### src/rtl/rs_pkg.sv
// Shared GF(16) definitions for the RS(15,9) receive path: field constants,
// alpha power table, decoder state encoding and a multiply-by-alpha helper.
package rs_pkg;

  localparam int SYM_W  = 4;
  localparam int N_SYM  = 15;
  localparam int K_SYM  = 9;
  localparam int N_SYND = N_SYM - K_SYM;

  localparam logic [SYM_W:0] PRIM_POLY = 5'b10011;

  localparam logic [SYM_W-1:0] ALPHA_POW [0:N_SYM-1] = '{
    4'h1, 4'h2, 4'h4, 4'h8, 4'h3, 4'h6, 4'hC, 4'hB,
    4'h5, 4'hA, 4'h7, 4'hE, 4'hF, 4'hD, 4'h9
  };

  typedef enum logic [1:0] {
    IDLE  = 2'd0,
    ACCUM = 2'd1,
    DONE  = 2'd2
  } state_e;

  // Multiply by alpha: shift up one power and fold x^4 back via x^4 = x + 1.
  function automatic logic [SYM_W-1:0] gf_xtime(input logic [SYM_W-1:0] a);
    logic [SYM_W-1:0] fold;
    fold = a[SYM_W-1] ? PRIM_POLY[SYM_W-1:0] : '0;
    return {a[SYM_W-2:0], 1'b0} ^ fold;
  endfunction

endpackage

### src/rtl/rs_syndrome_decoder_gf16_mul_const.sv
// Combinational GF(16) multiply by the constant alpha^POWER; the repeated
// xtime unrolls at elaboration into a small XOR network.
module gf16_mul_const
  import rs_pkg::*;
#(
  parameter int POWER = 1
) (
  input  logic [SYM_W-1:0] a_i,
  output logic [SYM_W-1:0] p_o
);

  logic [SYM_W-1:0] acc;

  always_comb begin
    acc = a_i;
    for (int i = 0; i < POWER; i++) begin
      acc = gf_xtime(acc);
    end
  end

  assign p_o = acc;

endmodule

### src/rtl/rs_syndrome_decoder.sv
// RS(15,9) syndrome front end: serial Horner evaluation of S1..S6, one symbol
// per clock; start-to-done 16 clocks, one word per 17, starts ignored while busy.
module rs_syndrome_decoder
  import rs_pkg::*;
#(
  parameter int N_SYM = 15,
  parameter int K_SYM = 9
) (
  input  logic                             clk,
  input  logic                             rst_n,
  input  logic [N_SYM*SYM_W-1:0]           codeWord,
  input  logic                             decodeCodeWord,
  output logic                             decoderBusy,
  output logic                             decodeDone,
  output logic                             errorDetected,
  output logic [(N_SYM-K_SYM)*SYM_W-1:0]   syndromesPacked,
  output logic [K_SYM*SYM_W-1:0]           messageOut
);

  localparam int CW_W  = N_SYM * SYM_W;
  localparam int MSG_W = K_SYM * SYM_W;
  localparam int SYN_W = (N_SYM - K_SYM) * SYM_W;

  state_e            state_q;
  logic [3:0]        cnt_q;
  logic [CW_W-1:0]   cw_q;
  logic [CW_W-1:0]   cw_d;
  logic [SYN_W-1:0]  syn_q;
  logic [SYN_W-1:0]  syn_d;
  logic [SYM_W-1:0]  sym_in;

  logic              busy_q;
  logic              done_q;
  logic              err_q;
  logic [SYN_W-1:0]  synd_out_q;
  logic [MSG_W-1:0]  msg_q;

  // The capture register rotates by one symbol per ACCUM cycle; after all
  // N_SYM rotations it is back to the original word, so the message field
  // can be taken from it on the final step without a second copy.
  assign sym_in = cw_q[CW_W-1 -: SYM_W];
  assign cw_d   = {cw_q[CW_W-SYM_W-1:0], cw_q[CW_W-1 -: SYM_W]};

  for (genvar j = 0; j < N_SYND; j++) begin : g_synd
    logic [SYM_W-1:0] prod;

    gf16_mul_const #(
      .POWER (j + 1)
    ) u_mul (
      .a_i (syn_q[SYM_W*j +: SYM_W]),
      .p_o (prod)
    );

    assign syn_d[SYM_W*j +: SYM_W] = prod ^ sym_in;
  end

  always_ff @(posedge clk) begin
    if (!rst_n) begin
      state_q    <= IDLE;
      cnt_q      <= '0;
      cw_q       <= '0;
      syn_q      <= '0;
      busy_q     <= 1'b0;
      done_q     <= 1'b0;
      err_q      <= 1'b0;
      synd_out_q <= '0;
      msg_q      <= '0;
    end else begin
      done_q <= 1'b0;
      case (state_q)
        IDLE: begin
          if (decodeCodeWord) begin
            cw_q    <= codeWord;
            syn_q   <= '0;
            cnt_q   <= 4'(N_SYM - 1);
            busy_q  <= 1'b1;
            err_q   <= 1'b0;
            state_q <= ACCUM;
          end
        end
        ACCUM: begin
          cw_q  <= cw_d;
          syn_q <= syn_d;
          cnt_q <= cnt_q - 4'd1;
          if (cnt_q == 4'd0) begin
            state_q    <= DONE;
            busy_q     <= 1'b0;
            done_q     <= 1'b1;
            synd_out_q <= syn_d;
            msg_q      <= cw_d[CW_W-1 -: MSG_W];
            err_q      <= |syn_d;
          end
        end
        DONE: begin
          state_q <= IDLE;
        end
        default: begin
          state_q <= IDLE;
        end
      endcase
    end
  end

  assign decoderBusy     = busy_q;
  assign decodeDone      = done_q;
  assign errorDetected   = err_q;
  assign syndromesPacked = synd_out_q;
  assign messageOut      = msg_q;

endmodule

### config.mk
export PLATFORM = sky130hd
export DESIGN_NAME = rs_syndrome_decoder
export DESIGN_NICKNAME = d
export VERILOG_FILES = /design/src/rtl/rs_pkg.sv /design/src/rtl/rs_syndrome_decoder_gf16_mul_const.sv /design/src/rtl/rs_syndrome_decoder.sv
export SDC_FILE = /design/constraint.sdc
export NUM_CORES = 1
export LEC_CHECK = 0
export BUFFER_PORTS_ARGS = -buffer_cell sky130_fd_sc_hd__buf_2
export CAP_MARGIN = 25
export CORE_ASPECT_RATIO = 1.4
export CORE_MARGIN = 4
export CORE_UTILIZATION = 35
export CTS_BUF_LIST = sky130_fd_sc_hd__clkbuf_16
export CTS_CLUSTER_SIZE = 20
export DETAILED_ROUTE_END_ITERATION = 8
export GPL_ROUTABILITY_DRIVEN = 1
export PLACE_DENSITY_LB_ADDON = 0.08
export SLEW_MARGIN = 10
export SYNTH_ARGS = -nofsm -noshare
export SYNTH_HDL_FRONTEND = slang
export SYNTH_SLANG_ARGS = --single-unit
### constraint.sdc
create_clock -name clk -period 1.68 [get_ports clk]
set_input_delay 0.168 -clock clk [delete_from_list [all_inputs] [get_ports clk]]
set_output_delay 0.168 -clock clk [all_outputs]
set_load 0.02 [all_outputs]
==> results by group, run 1 <==
Outcome
  – Status: finished, final reports clean

Global route
  – Total Routing Usage GR: 0.191
  – Grt ovf: 0
  – Initial antenna violation count: 0
  – Number of global-route vias before repair: just over 6000
  – Largest net degree at the start of global routing: 68
  – First-pass GRT wire length: about 33000 um

Synthesis
  – Async set-or-reset flop fraction in the synthesized netlist: 0
  – Number of synthesized flops with an enable pin: 0
  – Mean post-synth cell area: 7.50 um^2
  – Yosys cell types: between 40 and 50
  – Syn Nets: 948
  – Cell Area, Synth: approximately 6600 um^2
  – Flops & latches, synth: approximately 150
  – Synth area leader: dfxtp_1
  – Ranking of synthesized cells by area: dfxtp_1 (46%), nand2_1 (10%), a21oi_1 (8.6%)
  – Post-synth top flop: dfxtp_1
  – Register area share after synthesis: 0.462
  – Ys Warns: 0
  – Post-synth top area share: 0.462
  – Synth Instances: around 880
  – Leading cell types by count after synthesis: nand2_1 (177), dfxtp_1 (153), a21oi_1 (114)
  – Most common cell in the netlist: nand2_1

Critical path
  – CP Buf/Inv Count: 1
  – CP Capture Type: flip-flop
  – Critical path, cell by cell: buf_6, xor2_2, or3_1, nand2_2, o2111ai_2, o31a_1
  – CP max FO: 4
  – CP top delay family: simple AND/OR/NAND/NOR gates
  – Worst setup SP type: flip-flop
  – Crit Path Category: reg2reg
  – CP peak stage delay: 0.40 ns
  – Critical Path AT: roughly 1.9 ns
  – Crit-path slowest cell: or3_1
  – Critical path required time: roughly 2.0 ns

Place
  – Placer Congestion: approximately 0.8
  – Post-detail-place hpwl: around 14000 um
  – IO Port Bufs: approximately 130
  – Placed Area: approximately 7800 um^2

Clock network
  – Sink Count: approximately 150
  – Hold buffers post-CTS: 0
  – CTS Buf Count: 17
  – Clock Path Buffers: 2
  – Worst skew pair latency: approximately 0.43 ns
  – Worst-path clk slew: approximately 0.06 ns
  – CTS tree: done
  – Root Driver: clkbuf_16
  – Htree depth: 4

STA
  – Final hold violations: 0
  – Final setup violation count: 0
  – Setup TNS: 0 ns
  – Worst-Margin Slew: about 0.50 ns
  – Unrepaired setup endpoints after global routing: no
  – Final worst path period share: 0.952
  – Setup Skew: around 0.0067 ns
  – Final Max Tran Viols: 0
  – Tmin final: 1.60 ns
  – Relative slew slack: 0.667
  – Fmax: 625 MHz

Finish
  – Nets@finish: 1075
  – Layout cells sized above 1: 0.234
  – Filler cells: roughly 2000
  – Final instance area: about 8500 um^2
  – Storage cell area: between 3000 and 4000 um^2
  – Area of the multi-input gates: 3300 um^2
  – P&R area growth vs syn: 28.1%
  – N_diodes: 0

Floorplanning
  – Io pins: 126
  – Row count: 59
  – Core Area: approximately 19000 um^2
  – Die Ht: ~170 um
  – Die W: ~120 um
  – Starting Density: 0.357
  – Full die area: between 20000 and 25000 um^2

Routing
  – Drt pass-1 iters: 5
  – Via density: roughly 4.9
  – Vias: 6265
  – WL/cell: between 15 and 20 um
  – Number of remaining DRC errors: 0
  – 1st-iter DRT viols: slightly above 400
  – Post-route ant nets: 0
  – Drt total wl: 20400 um

Power and ir drop
  – P per Cell Area: between 1000 and 1500 nW/um^2
  – Leak Pwr: about 3.6 nW
  – Peak supply drop: approximately 610 uV

Hold path
  – Worst hold path class: in2reg

Flow run
  – Max-cap violations: 0
==> what timing repair did <==
action	in CTS	in global routing
pin swaps	0	7
setup buffers	0	1
gates cloned	0	1
setup endpoints to repair	2	43
gates resized for setup	2	22
==> metrics by stage <==
step / instances / utilization / hold WS, ns / setup slack [ns] / power, mW
after floorplan: 884 / - / 0.327 / 0.0393 / 5.39
after global placement: 1234 / 0.419 / 0.439 / 0.0124 / 6.16
after detailed placement: 1234 / 0.419 / 0.445 / 0.0182 / 6.16
after CTS: 1265 / 0.451 / 0.0168 / 0.0139 / 10.0
after global routing: 1267 / 0.457 / 0.0249 / 0.00119 / 10.5
final: 1267 / 0.457 / 0.0287 / 0.0800 / 10.0
==> layout by cell type (no fill, tap or decap), drive strengths merged, types with 2 or more instances in the layout <==
master	count
clkinv	7
o2111ai	2
nor2b	2
a211oi	3
dfxtp	153
xor2	26
nand3	5
nor2	107
nand2	177
mux2i	2
o21ai	113
inv	8
and2	5
clkinvlp	2
nand2b	7
nor3	13
a21oi	114
a311oi	6
buf	185
a22oi	15
o22ai	10
a221oi	3
or3	3
bufinv	3
or2	2
xnor2	21
clkbuf	18
==> worst reg2reg max path, cell delays in order (launching register included) <==
cell and delay [ns]:
dfxtp_2 0.33, buf_6 0.13, xor2_2 0.18, or3_1 0.40, nand2_2 0.08, o2111ai_2 0.09
o31a_1 0.28
==> cell type report <==
type / count / area share
repair buffers: 186 / 0.143
clock inverters: 14 / 0.0186
flip-flops and latches: 153 / 0.362
clock buffers: 17 / 0.0501
inverters: 6 / 0.00265
well taps: 244 / 0.0359
multi-input cells: 647 / 0.388
==> routing by layer <==
layer / routed length (um) / GRT usage
met4: 306 / 0.0544
met3: 765 / 0.0450
met2: 10500 / 0.337
met1: 8850 / 0.233
met5: 0 / 0
==> cell families (layout without fill, tap and decap cells) <==
family,count (synthesis),after routing,synth area share
DFF,153,153,0.462
muxes,2,2,0.00302
and+or+nand+nor,326,326,0.198
AOI/OAI and AO/OA,271,271,0.223
adders and majority gates,1,1,0.00189
xor gates and xnor gates,47,47,0.0621
buffers and inverters,84,223,0.0507
==> registers in the layout, summed over array words and instances, names as in the netlist <==
register         count
cnt_q                4
messageOut          36
syndromesPacked     24
decodeDone           1
cw_q                60
errorDetected        1
state_q              2
decoderBusy          1
syn_q               24
==> where the power goes <==
| part | internal (mW) | switching [mW] | total, mW | leakage [nW] |
|---|---|---|---|---|
| Clock | 2.31 | 1.55 | 3.86 | 0.285 |
| Sequential | 3.93 | 0.218 | 4.15 | 1.26 |
| Combinational | 0.845 | 1.14 | 1.99 | 2.06 |
==> final timing paths <==
kind | start | to | slack [ns] | cells after the start
min | codeWord[1] | cw_q[1]$_SDFFE_PN0P_ | 0.03 | 3
max reg2reg | cw_q[58]$_SDFFE_PN0P_ | errorDetected$_SDFFE_PN0P_ | 0.08 | 6
min reg2reg | messageOut[16]$_SDFFE_PN0P_ | messageOut[16]$_SDFFE_PN0P_ | 0.45 | 2
max | cw_q[58]$_SDFFE_PN0P_ | errorDetected$_SDFFE_PN0P_ | 0.08 | 6
Note: power is estimated with default switching activity, not from simulation.
==> run 2: changes to the inputs <==
--- a/config.mk
+++ b/config.mk
@@ -5,6 +5,7 @@
 export SDC_FILE = /design/constraint.sdc
 export NUM_CORES = 1
 export LEC_CHECK = 0
+export ABC_AREA = 1
 export BUFFER_PORTS_ARGS = -buffer_cell sky130_fd_sc_hd__buf_2
 export CAP_MARGIN = 25
 export CORE_ASPECT_RATIO = 1.4
@@ -15,6 +16,7 @@
 export DETAILED_ROUTE_END_ITERATION = 8
 export GPL_ROUTABILITY_DRIVEN = 1
 export PLACE_DENSITY_LB_ADDON = 0.08
+export SKIP_LAST_GASP = 1
 export SLEW_MARGIN = 10
 export SYNTH_ARGS = -nofsm -noshare
 export SYNTH_HDL_FRONTEND = slang
==> run 2 against run 1 <==
Sequential cell count unchanged. Global-route usage rose by 0.20 points. Clock power is 1% lower. Maximum frequency grew 6.1%. Design area shrank 4.4%. Clock-buffer cell count unchanged. Clock skew grew 0.0040 ns. Critical endpoint is now syndromesPacked[14]$_SDFFE_PN0P_.
==> results by group, run 2 <==
Global route
  – Initial antenna violation count: 0 (unchanged)
  – Total Routing Usage GR: 0.193 (was 0.191)
  – Number of global-route vias before repair: 6143 (was 6205)
  – First-pass GRT wire length: 31400 um (was 32500 um)
  – Largest net degree at the start of global routing: 55 (was 68)
  – Grt ovf: 0 (unchanged)

Routing
  – Number of remaining DRC errors: 0 (unchanged)
  – Via density: 4.87 (was 4.94)
  – Drt total wl: 19300 um (was 20400 um)
  – Post-route ant nets: 0 (unchanged)
  – 1st-iter DRT viols: 357 (was 408)
  – WL/cell: 15.1 um (was 16.1 um)
  – Vias: 6244 (was 6265)
  – Drt pass-1 iters: 5 (unchanged)

STA
  – Final setup violation count: 0 (unchanged)
  – Final Max Tran Viols: 0 (unchanged)
  – Fmax: 663 MHz (was 625 MHz)
  – Final hold violations: 0 (unchanged)
  – Tmin final: 1.51 ns (was 1.60 ns)
  – Setup Skew: 0.0107 ns (was 0.00672 ns)
  – Setup TNS: 0 ns (unchanged)
  – Final worst path period share: 0.898 (was 0.952)
  – Unrepaired setup endpoints after global routing: no (unchanged)
  – Relative slew slack: 0.645 (was 0.667)
  – Worst-Margin Slew: 0.533 ns (was 0.500 ns)

Synthesis
  – Async set-or-reset flop fraction in the synthesized netlist: 0 (unchanged)
  – Synth area leader: dfxtp_1 (unchanged)
  – Synth Instances: 896 (was 884)
  – Yosys cell types: 25 (was 41)
  – Syn Nets: 960 (was 948)
  – Leading cell types by count after synthesis: nand2_1 (288), dfxtp_1 (153), nand3_1 (86) (was nand2_1 (177), dfxtp_1 (153), a21oi_1 (114))
  – Most common cell in the netlist: nand2_1 (unchanged)
  – Mean post-synth cell area: 7.12 um^2 (was 7.50 um^2)
  – Ranking of synthesized cells by area: dfxtp_1 (48%), nand2_1 (17%), nand3_1 (6.7%) (was dfxtp_1 (46%), nand2_1 (10%), a21oi_1 (8.6%))
  – Flops & latches, synth: 153 (unchanged)
  – Cell Area, Synth: 6380 um^2 (was 6630 um^2)
  – Post-synth top area share: 0.480 (was 0.462)
  – Post-synth top flop: dfxtp_1 (unchanged)
  – Ys Warns: 0 (unchanged)
  – Number of synthesized flops with an enable pin: 0 (unchanged)
  – Register area share after synthesis: 0.480 (was 0.462)

Floorplanning
  – Core Area: 17900 um^2 (was 18600 um^2)
  – Row count: 58 (was 59)
  – Starting Density: 0.356 (was 0.357)
  – Full die area: 20500 um^2 (was 21300 um^2)
  – Io pins: 126 (unchanged)
  – Die W: 122 um (was 124 um)
  – Die Ht: 168 um (was 171 um)

Place
  – Placed Area: 7540 um^2 (was 7800 um^2)
  – IO Port Bufs: 125 (unchanged)
  – Post-detail-place hpwl: 13300 um (was 13600 um)
  – Placer Congestion: 0.824 (about the same)

Critical path
  – Crit Path Category: reg2reg (unchanged)
  – Worst reg2reg startpoint: state_q[0]$_SDFFE_PN0P_ (was cw_q[58]$_SDFFE_PN0P_)
  – Critical path required time: 2.04 ns (was 2.00 ns)
  – CP Capture Type: flip-flop (unchanged)
  – R2r worst-path depth: 9 (was 6)
  – R2r setup slk: 0.17 ns (was 0.08 ns)
  – Reg-to-Reg End: syndromesPacked[14]$_SDFFE_PN0P_ (was errorDetected$_SDFFE_PN0P_)
  – Worst setup SP type: flip-flop (unchanged)
  – Critical Path AT: 1.87 ns (was 1.92 ns)
  – Crit path from: state_q[0]$_SDFFE_PN0P_ (was cw_q[58]$_SDFFE_PN0P_)
  – CP endpoint: syndromesPacked[14]$_SDFFE_PN0P_ (was errorDetected$_SDFFE_PN0P_)
  – CP max FO: 9 (was 4)

Clock network
  – Setup Fix Bufs, Post-CTS: 0 (unchanged)
  – Clock Path Buffers: 2 (unchanged)
  – Worst skew pair latency: 0.42 ns (was 0.43 ns)
  – Worst-path clk slew: 0.07 ns (was 0.06 ns)
  – CTS Buf Count: 17 (unchanged)
  – Sink Count: 153 (unchanged)
  – Hold buffers post-CTS: 0 (unchanged)
  – Htree depth: 4 (unchanged)
  – Root Driver: clkbuf_16 (unchanged)
  – CTS tree: done (unchanged)

Finish
  – Most frequent cells in the layout: nand2_1 (288), dfxtp_1 (153), buf_2 (124) (was nand2_1 (174), dfxtp_1 (145), buf_2 (125))
  – Commonest non-fill, non-tap cell in the layout: nand2_1 (unchanged)
  – Nets@finish: 1094 (was 1075)
  – N_diodes: 0 (unchanged)
  – Reg with most FFs: cw_q (unchanged)
  – P&R area growth vs syn: 27.2% (was 28.1%)
  – Max reg flops: 60 (unchanged)
  – Filler cells: 1881 (was 1978)
  – Final instance area: 8120 um^2 (was 8500 um^2)
  – Layout cells sized above 1: 0.207 (was 0.234)

Hold path
  – Hold depth: 5 (was 3)
  – Worst hold path class: in2reg (unchanged)

Power and ir drop
  – Peak supply drop: 586 uV (was 609 uV)
  – P per Cell Area: 1170 nW/um^2 (was 1180 nW/um^2)
  – Leak Pwr: 3.80 nW (was 3.60 nW)

Outcome
  – Status: finished, final reports clean (unchanged)

Flow run
  – Max-cap violations: 0 (unchanged)
run 2: cell count changes after synthesis, sizes merged, moves of 30 or more:
cell,change
inv,+42
clkbuf,-30
nor2,-58
nand3,+81
o22ai,+32
nand2,+112
o21ai,-43
run 2: through the flow:
| step | setup WS (ns) | power (mW) | utilization | hold slack (ns) | std cells |
|---|---|---|---|---|---|
| global route | 0.00543 | 10.0 | 0.453 | 0.0283 | 1283 |
| detailed placement | 0.171 | 5.79 | 0.420 | 0.447 | 1251 |
| global placement | 0.172 | 5.79 | 0.420 | 0.451 | 1251 |
| finish | 0.172 | 9.50 | 0.453 | 0.0351 | 1283 |
| CTS | 0.137 | 9.64 | 0.453 | 0.0139 | 1283 |
| floorplan | 0.198 | 5.10 | - | 0.334 | 896 |
run 2: kinds of logic after synthesis:
kind of cell / Yosys count / share of synthesized area
simple gates: 427 / 0.272
compound gates: 206 / 0.174
flops: 153 / 0.480
buf+inv: 107 / 0.0696
xor+xnor: 2 / 0.00274
fa+ha+maj: 1 / 0.00196
run 2: power by group:
| part | leakage [nW] | total (mW) | switching (mW) | internal [mW] |
|---|---|---|---|---|
| Combinational | 2.26 | 1.63 | 0.995 | 0.637 |
| Clock | 0.285 | 3.81 | 1.71 | 2.11 |
| Sequential | 1.25 | 4.06 | 0.174 | 3.88 |
run 2: how the worst min path moves through the flow:
stage | from | end | slack, ns
3_5_place_dp | cw_q[51]$_SDFFE_PN0P_ | messageOut[31]$_SDFFE_PN0P_ | 0.45
2_1_floorplan | rst_n | state_q[1]$_SDFFE_PN0P_ | 0.33
5_1_grt | codeWord[5] | cw_q[5]$_SDFFE_PN0P_ | 0.03
6_report | codeWord[7] | cw_q[7]$_SDFFE_PN0P_ | 0.04
3_3_place_gp | codeWord[5] | cw_q[5]$_SDFFE_PN0P_ | 0.45
4_1_cts | codeWord[5] | cw_q[5]$_SDFFE_PN0P_ | 0.01
run 2: worst max-delay path, stage by stage, from the launching register on:
cell     delay, ns
dfxtp_1       0.35
inv_2         0.05
nor2_4        0.24
inv_2         0.15
nor2_4        0.16
nand2_2       0.07
inv_2         0.11
buf_4         0.20
nand2_1       0.08
nand2_1       0.05
run 2: layout make-up:
type	instances	area (um^2)	area share
clock buffers	17	425	0.0524
clock inverters	15	156	0.0193
inverters	47	176	0.0217
multi-input cells	636	2880	0.355
flip-flops and latches	153	3060	0.377
well taps	240	300	0.0370
repair buffers	175	1120	0.138
run 2: routing by layer:
layer,vias to the layer above,share of wire,global-route usage
li1,3241,-,-
met1,2854,0.42,0.230
met2,116,0.51,0.338
met3,33,0.039,0.0447
met4,0,0.025,0.0668
met5,-,0,0
run 2: timing repair:
item / CTS / global route
hold endpoints to repair: 0 / 0
setup endpoints to repair: 0 / 2
gates resized for setup: 0 / 1
